==> config.mk <==
export PLATFORM = sky130hd
export DESIGN_NAME = apb_timeout_slice
export DESIGN_NICKNAME = d
export VERILOG_FILES = /design/src/rtl/apb_timeout_slice.sv
export SDC_FILE = /design/constraint.sdc
export NUM_CORES = 1
export LEC_CHECK = 0
export ABC_AREA = 1
export CAP_MARGIN = 40
export CORE_ASPECT_RATIO = 1.1
export CORE_MARGIN = 5
export CORE_UTILIZATION = 40
export DETAILED_ROUTE_END_ITERATION = 10
export GPL_ROUTABILITY_DRIVEN = 0
export HOLD_SLACK_MARGIN = 0.06
export PLACE_DENSITY = 0.73
export SLEW_MARGIN = 5
export SYNTH_ARGS = -nofsm -noshare
export SYNTH_HDL_FRONTEND = slang
export SYNTH_SLANG_ARGS = --single-unit
==> constraint.sdc <==
create_clock -name clk_i -period 4.4 [get_ports clk_i]
set_input_delay 0.88 -clock clk_i [delete_from_list [all_inputs] [get_ports clk_i]]
set_output_delay 0.88 -clock clk_i [all_outputs]
set_load 0.02 [all_outputs]
==> src/rtl/apb_timeout_slice.sv <==
// apb_timeout_slice
// Registered APB3 stage between the AXI-to-APB bridge and the peripheral
// decoder. Each upstream access is captured, replayed downstream, and its
// response returned upstream as a one-cycle PREADY pulse.
// Optional feature macro: APB_TIMEOUT_SLICE_TIMEOUT_EN
//   defined   -> a downstream access without PREADY is aborted with PSLVERR
//                after TIMEOUT_CYCLES access cycles (timeout_o pulses).
//   undefined -> ACCESS waits indefinitely; timeout_o is tied low.
module apb_timeout_slice #(
    parameter int APB_ADDR_WIDTH = 32,
    parameter int APB_DATA_WIDTH = 32,
    parameter int TIMEOUT_CYCLES = 255
) (
    input  logic                      clk_i,
    input  logic                      rst_i,
    // upstream (bridge side)
    input  logic [APB_ADDR_WIDTH-1:0] s_paddr,
    input  logic                      s_pwrite,
    input  logic [APB_DATA_WIDTH-1:0] s_pwdata,
    input  logic                      s_psel,
    input  logic                      s_penable,
    output logic [APB_DATA_WIDTH-1:0] s_prdata,
    output logic                      s_pready,
    output logic                      s_pslverr,
    // downstream (peripheral side)
    output logic [APB_ADDR_WIDTH-1:0] m_paddr,
    output logic                      m_pwrite,
    output logic [APB_DATA_WIDTH-1:0] m_pwdata,
    output logic                      m_psel,
    output logic                      m_penable,
    input  logic [APB_DATA_WIDTH-1:0] m_prdata,
    input  logic                      m_pready,
    input  logic                      m_pslverr,
    output logic                      timeout_o
);

    typedef enum logic [1:0] {
        IDLE   = 2'd0,
        SETUP  = 2'd1,
        ACCESS = 2'd2,
        RESP   = 2'd3
    } state_t;

    state_t                    state_q, state_d;
    logic [APB_ADDR_WIDTH-1:0] paddr_q;
    logic                      pwrite_q;
    logic [APB_DATA_WIDTH-1:0] pwdata_q;
    logic [APB_DATA_WIDTH-1:0] prdata_q, prdata_d;
    logic                      pslverr_q, pslverr_d;
    logic                      capture;
    logic                      timeout_expired;
    logic                      timeout_hit;

`ifdef APB_TIMEOUT_SLICE_TIMEOUT_EN
    // The counter holds the number of completed ACCESS cycles without
    // PREADY. The cycle whose increment would reach TIMEOUT_CYCLES is the
    // abort cycle, so the peripheral gets exactly TIMEOUT_CYCLES access cycles.
    localparam int CNT_W = $clog2(TIMEOUT_CYCLES + 1);
    localparam logic [CNT_W-1:0] CNT_LIMIT = CNT_W'(TIMEOUT_CYCLES);

    logic [CNT_W-1:0] wait_cnt_q, wait_cnt_d;
    logic [CNT_W-1:0] wait_cnt_inc;

    assign wait_cnt_inc    = wait_cnt_q + CNT_W'(1);
    assign timeout_expired = (state_q == ACCESS) && (wait_cnt_inc == CNT_LIMIT);

    // Wait counter next state: clear on entry to SETUP, saturating count in ACCESS.
    always_comb begin
        wait_cnt_d = wait_cnt_q;
        if (capture) begin
            wait_cnt_d = '0;
        end else if ((state_q == ACCESS) && !m_pready && (wait_cnt_q != CNT_LIMIT)) begin
            wait_cnt_d = wait_cnt_inc;
        end
    end

    // Wait counter register.
    always_ff @(posedge clk_i or posedge rst_i) begin
        if (rst_i) begin
            wait_cnt_q <= '0;
        end else begin
            wait_cnt_q <= wait_cnt_d;
        end
    end
`else
    // Timeout limit has no meaning without the counter.
    localparam int unused_timeout_cycles = TIMEOUT_CYCLES;

    assign timeout_expired = 1'b0;
`endif

    // Next-state logic and response register updates.
    always_comb begin
        state_d     = state_q;
        prdata_d    = prdata_q;
        pslverr_d   = pslverr_q;
        capture     = 1'b0;
        timeout_hit = 1'b0;
        case (state_q)
            IDLE: begin
                // Only the upstream access phase starts a transfer; setup is ignored.
                if (s_psel && s_penable) begin
                    capture = 1'b1;
                    state_d = SETUP;
                end
            end
            SETUP: begin
                state_d = ACCESS;
            end
            ACCESS: begin
                // PREADY wins over a timeout landing in the same cycle.
                if (m_pready) begin
                    prdata_d  = m_prdata;
                    pslverr_d = m_pslverr;
                    state_d   = RESP;
                end else if (timeout_expired) begin
                    prdata_d    = '0;
                    pslverr_d   = 1'b1;
                    timeout_hit = 1'b1;
                    state_d     = RESP;
                end
            end
            RESP: begin
                prdata_d  = '0;
                pslverr_d = 1'b0;
                state_d   = IDLE;
            end
            default: begin
                state_d = IDLE;
            end
        endcase
    end

    // FSM state and response registers.
    always_ff @(posedge clk_i or posedge rst_i) begin
        if (rst_i) begin
            state_q   <= IDLE;
            prdata_q  <= '0;
            pslverr_q <= 1'b0;
        end else begin
            state_q   <= state_d;
            prdata_q  <= prdata_d;
            pslverr_q <= pslverr_d;
        end
    end

    // Downstream request registers; held until the next capture.
    always_ff @(posedge clk_i or posedge rst_i) begin
        if (rst_i) begin
            paddr_q  <= '0;
            pwrite_q <= 1'b0;
            pwdata_q <= '0;
        end else if (capture) begin
            paddr_q  <= s_paddr;
            pwrite_q <= s_pwrite;
            pwdata_q <= s_pwdata;
        end
    end

    // All handshake outputs are decoded from state so reset clears them at once.
    assign m_paddr   = paddr_q;
    assign m_pwrite  = pwrite_q;
    assign m_pwdata  = pwdata_q;
    assign m_psel    = (state_q == SETUP) || (state_q == ACCESS);
    assign m_penable = (state_q == ACCESS);
    assign s_pready  = (state_q == RESP);
    assign s_prdata  = (state_q == RESP) ? prdata_q : '0;
    assign s_pslverr = (state_q == RESP) && pslverr_q;
    assign timeout_o = timeout_hit;

endmodule

==> results_dict.tcl <==
set metrics [dict create \
    status "completed" \
    vias_per_cell 4.63 \
    final_max_slew_viol_count 0 \
    yosysTopAreaCell "dfrtp_1" \
    die_x_um 112 \
    first_iter_violations 236 \
    die_y_um 123 \
    p_comb_frac 0.477 \
    nets 817 \
    cp_data_arrival_time_ns 2.06 \
    clk_pin_slew_ns 0.06 \
    p_int_mw 2.79 \
    worst_pin_slew_ns 0.780 \
    hold_ws_ns 0.479 \
    fmax_ghz 0.340 \
    gr-total-overflow 0 \
    placementRows 41 \
    die_area_um2 13800 \
    synth_seq_cells 100 \
    grt_pass1_vias 3991 \
    cts_max_path_buffers 2 \
    rsz0062_at_grt "no" \
    syn_nets 631 \
    drv_cap 0 \
    power_frac_seq 0.347 \
    p_sw_mw 1.77 \
    postLayoutCellArea_um2 6980 \
    cp_slowest_cell "clkdlybuf4s50_1" \
    setup_viol 0 \
    slew_headroom 0.480 \
    cts_max_level 3 \
    wirelength_mm 12.2 \
    clock_latency_ns 0.33 \
    power.density_nw_per_um2 653 \
    diodes 0 \
    area_growth_pct 51.4 \
    finalHoldViolCount 0 \
    drtAntennaViolNets 0 \
    cts_tree "built" \
    ir_drop_v 0.000359 \
    seq_area_frac_synth 0.542 \
    cts_setup_buffers 0 \
    worstPathCellList "ha_1 > buf_4 > nand2_1 > inv_1 > clkdlybuf4s50_1" \
    yosys_warnings 0 \
    cp-end-kind "primary output" \
    clock_skew_ns 0.00732 \
    numCtsBuffers 9 \
    leakage_nw 3.62 \
    via_count 3999 \
    grt_pass1_wl_mm 19.8 \
    initial_core_util 0.405 \
    cts_resized 0 \
    required_ns 3.52 \
    fin_setup_tns_ns 0 \
    worstSetupStartpointType "register" \
    drive_gt1_frac 0.0882 \
    drtPass1Iterations 4 \
    grt_max_degree 70 \
    netlist_area_um2 4610 \
    wire_per_inst_um 14.2 \
    port_buffers 203 \
    ys_types 17 \
    synth_cells 523 \
    min_period_ns 2.94 \
    hpwl_mm 8.82 \
    io_pins 205 \
    antenna_found_initial 0 \
    power_switching_share 0.389 \
    timing.final.crit_share 0.668 \
    avgSynthCellArea_um2 8.82 \
    yosys.area.top_type_share 0.542 \
    core-area_um2 11400 \
    yosys-top-cells-area "dfrtp_1 54%, nand2_1 11%, inv_1 8.5%" \
    cts-hold-fix-buffers 0 \
    criticalPathCategory "reg2out" \
    cts_sinks 100 \
    worstPathMaxFanout 33 \
    power_frac_clock 0.176 \
    cts-root-buf "clkbuf_16" \
    track_usage 0.178 \
    dpl_cell_area_um2 6680 \
    min_path_type "reg2reg" \
    cpPeakStageDelay_ns 0.61 \
    drc 0 \
    final_util 0.613 \
]
layout make-up:
class | count | area [um2]
fillers | 1007 | 4410
flip-flops and latches | 100 | 2500
repair buffers | 211 | 2130
multi-input cells | 282 | 1460
inverters | 105 | 397
clock buffers | 12 | 256
well taps | 150 | 188
clock inverters | 4 | 47.5
state kept, by name, summed over array words and instances (netlist names):
name	count
m_paddr	32
state_q	2
m_pwdata	32
m_pwrite	1
pslverr_q	1
prdata_q	32
layout by cell type (no fill, tap or decap), types with 2 or more instances in the layout:
cell type,instances
inv_1,103
nand2_2,2
buf_4,5
clkdlybuf4s50_1,203
o21ai_2,35
clkbuf_16,9
ha_1,5
nand3_1,35
dfrtp_1,100
clkinv_2,2
nand4_1,33
clkbuf_8,2
nand2_1,140
o21ai_0,29
critical path, delay by kind of cell, from the launching register on:
family                   cells  cell delay [ns]
buffers and inverters        3             1.02
adder cells (fa/ha/maj)      1             0.18
AND/OR/NAND/NOR              1             0.09
flip-flops                   1             0.42
layer usage:
layer / part of all wire / global-route usage / routed length, um / vias up
li1: - / - / - / 1984
met1: 0.42 / 0.225 / 5180 / 1815
met2: 0.44 / 0.277 / 5440 / 182
met3: 0.12 / 0.0740 / 1420 / 18
met4: 0.017 / 0.0631 / 204 / 0
met5: 0 / 0 / 0 / -
through the flow:
step                cells  total power [mW]  worst slack [ns]
finish                864              4.56              1.46
global placement      846              3.71              1.57
detailed placement    848              3.79              1.81
floorplan             523              2.81             0.901
global route          864              4.86              1.36
CTS                   864              4.61              1.44
power by group through the flow:
stage,sequential [mW],clock (mW),combinational [mW]
after global placement,1.58,0,2.13
after global routing,1.63,0.864,2.36
final,1.58,0.801,2.17
after CTS,1.59,0.824,2.20
after detailed placement,1.59,0,2.20
after floorplan,1.90,0,0.913
path summary, 6_finish.rpt:
| path | from | end | slack, ns | cells after the start |
|---|---|---|---|---|
| setup / recovery | state_q[1] | s_prdata[1] | 1.46 | 5 |
| hold / removal | m_paddr[10] | m_paddr[10] | 0.48 | 2 |
| setup reg to reg | state_q[0] | prdata_q[23] | 2.38 | 6 |
| hold reg to reg | m_paddr[10] | m_paddr[10] | 0.48 | 2 |
| max in group asynchronous | rst_i | prdata_q[12] | 2.56 | 3 |
| min in group asynchronous | rst_i | m_pwdata[16] | 1.05 | 2 |
synth_stat cells (all sizes together):
library cell  instances
clkbuf                4
dfrtp               100
ha                    5
conb                  1
nand3                36
nand4                33
inv                 105
nand2               142
buf                  32
o21ai                65
cells by family after synthesis:
family / Yosys count / synth area share
compound gates: 65 / 0.0990
fa+ha+maj: 5 / 0.0136
buf+inv: 141 / 0.143
flops: 100 / 0.542
other cells: 1 / 0.000813
simple gates: 211 / 0.202
(Power assumes the default switching activity.)
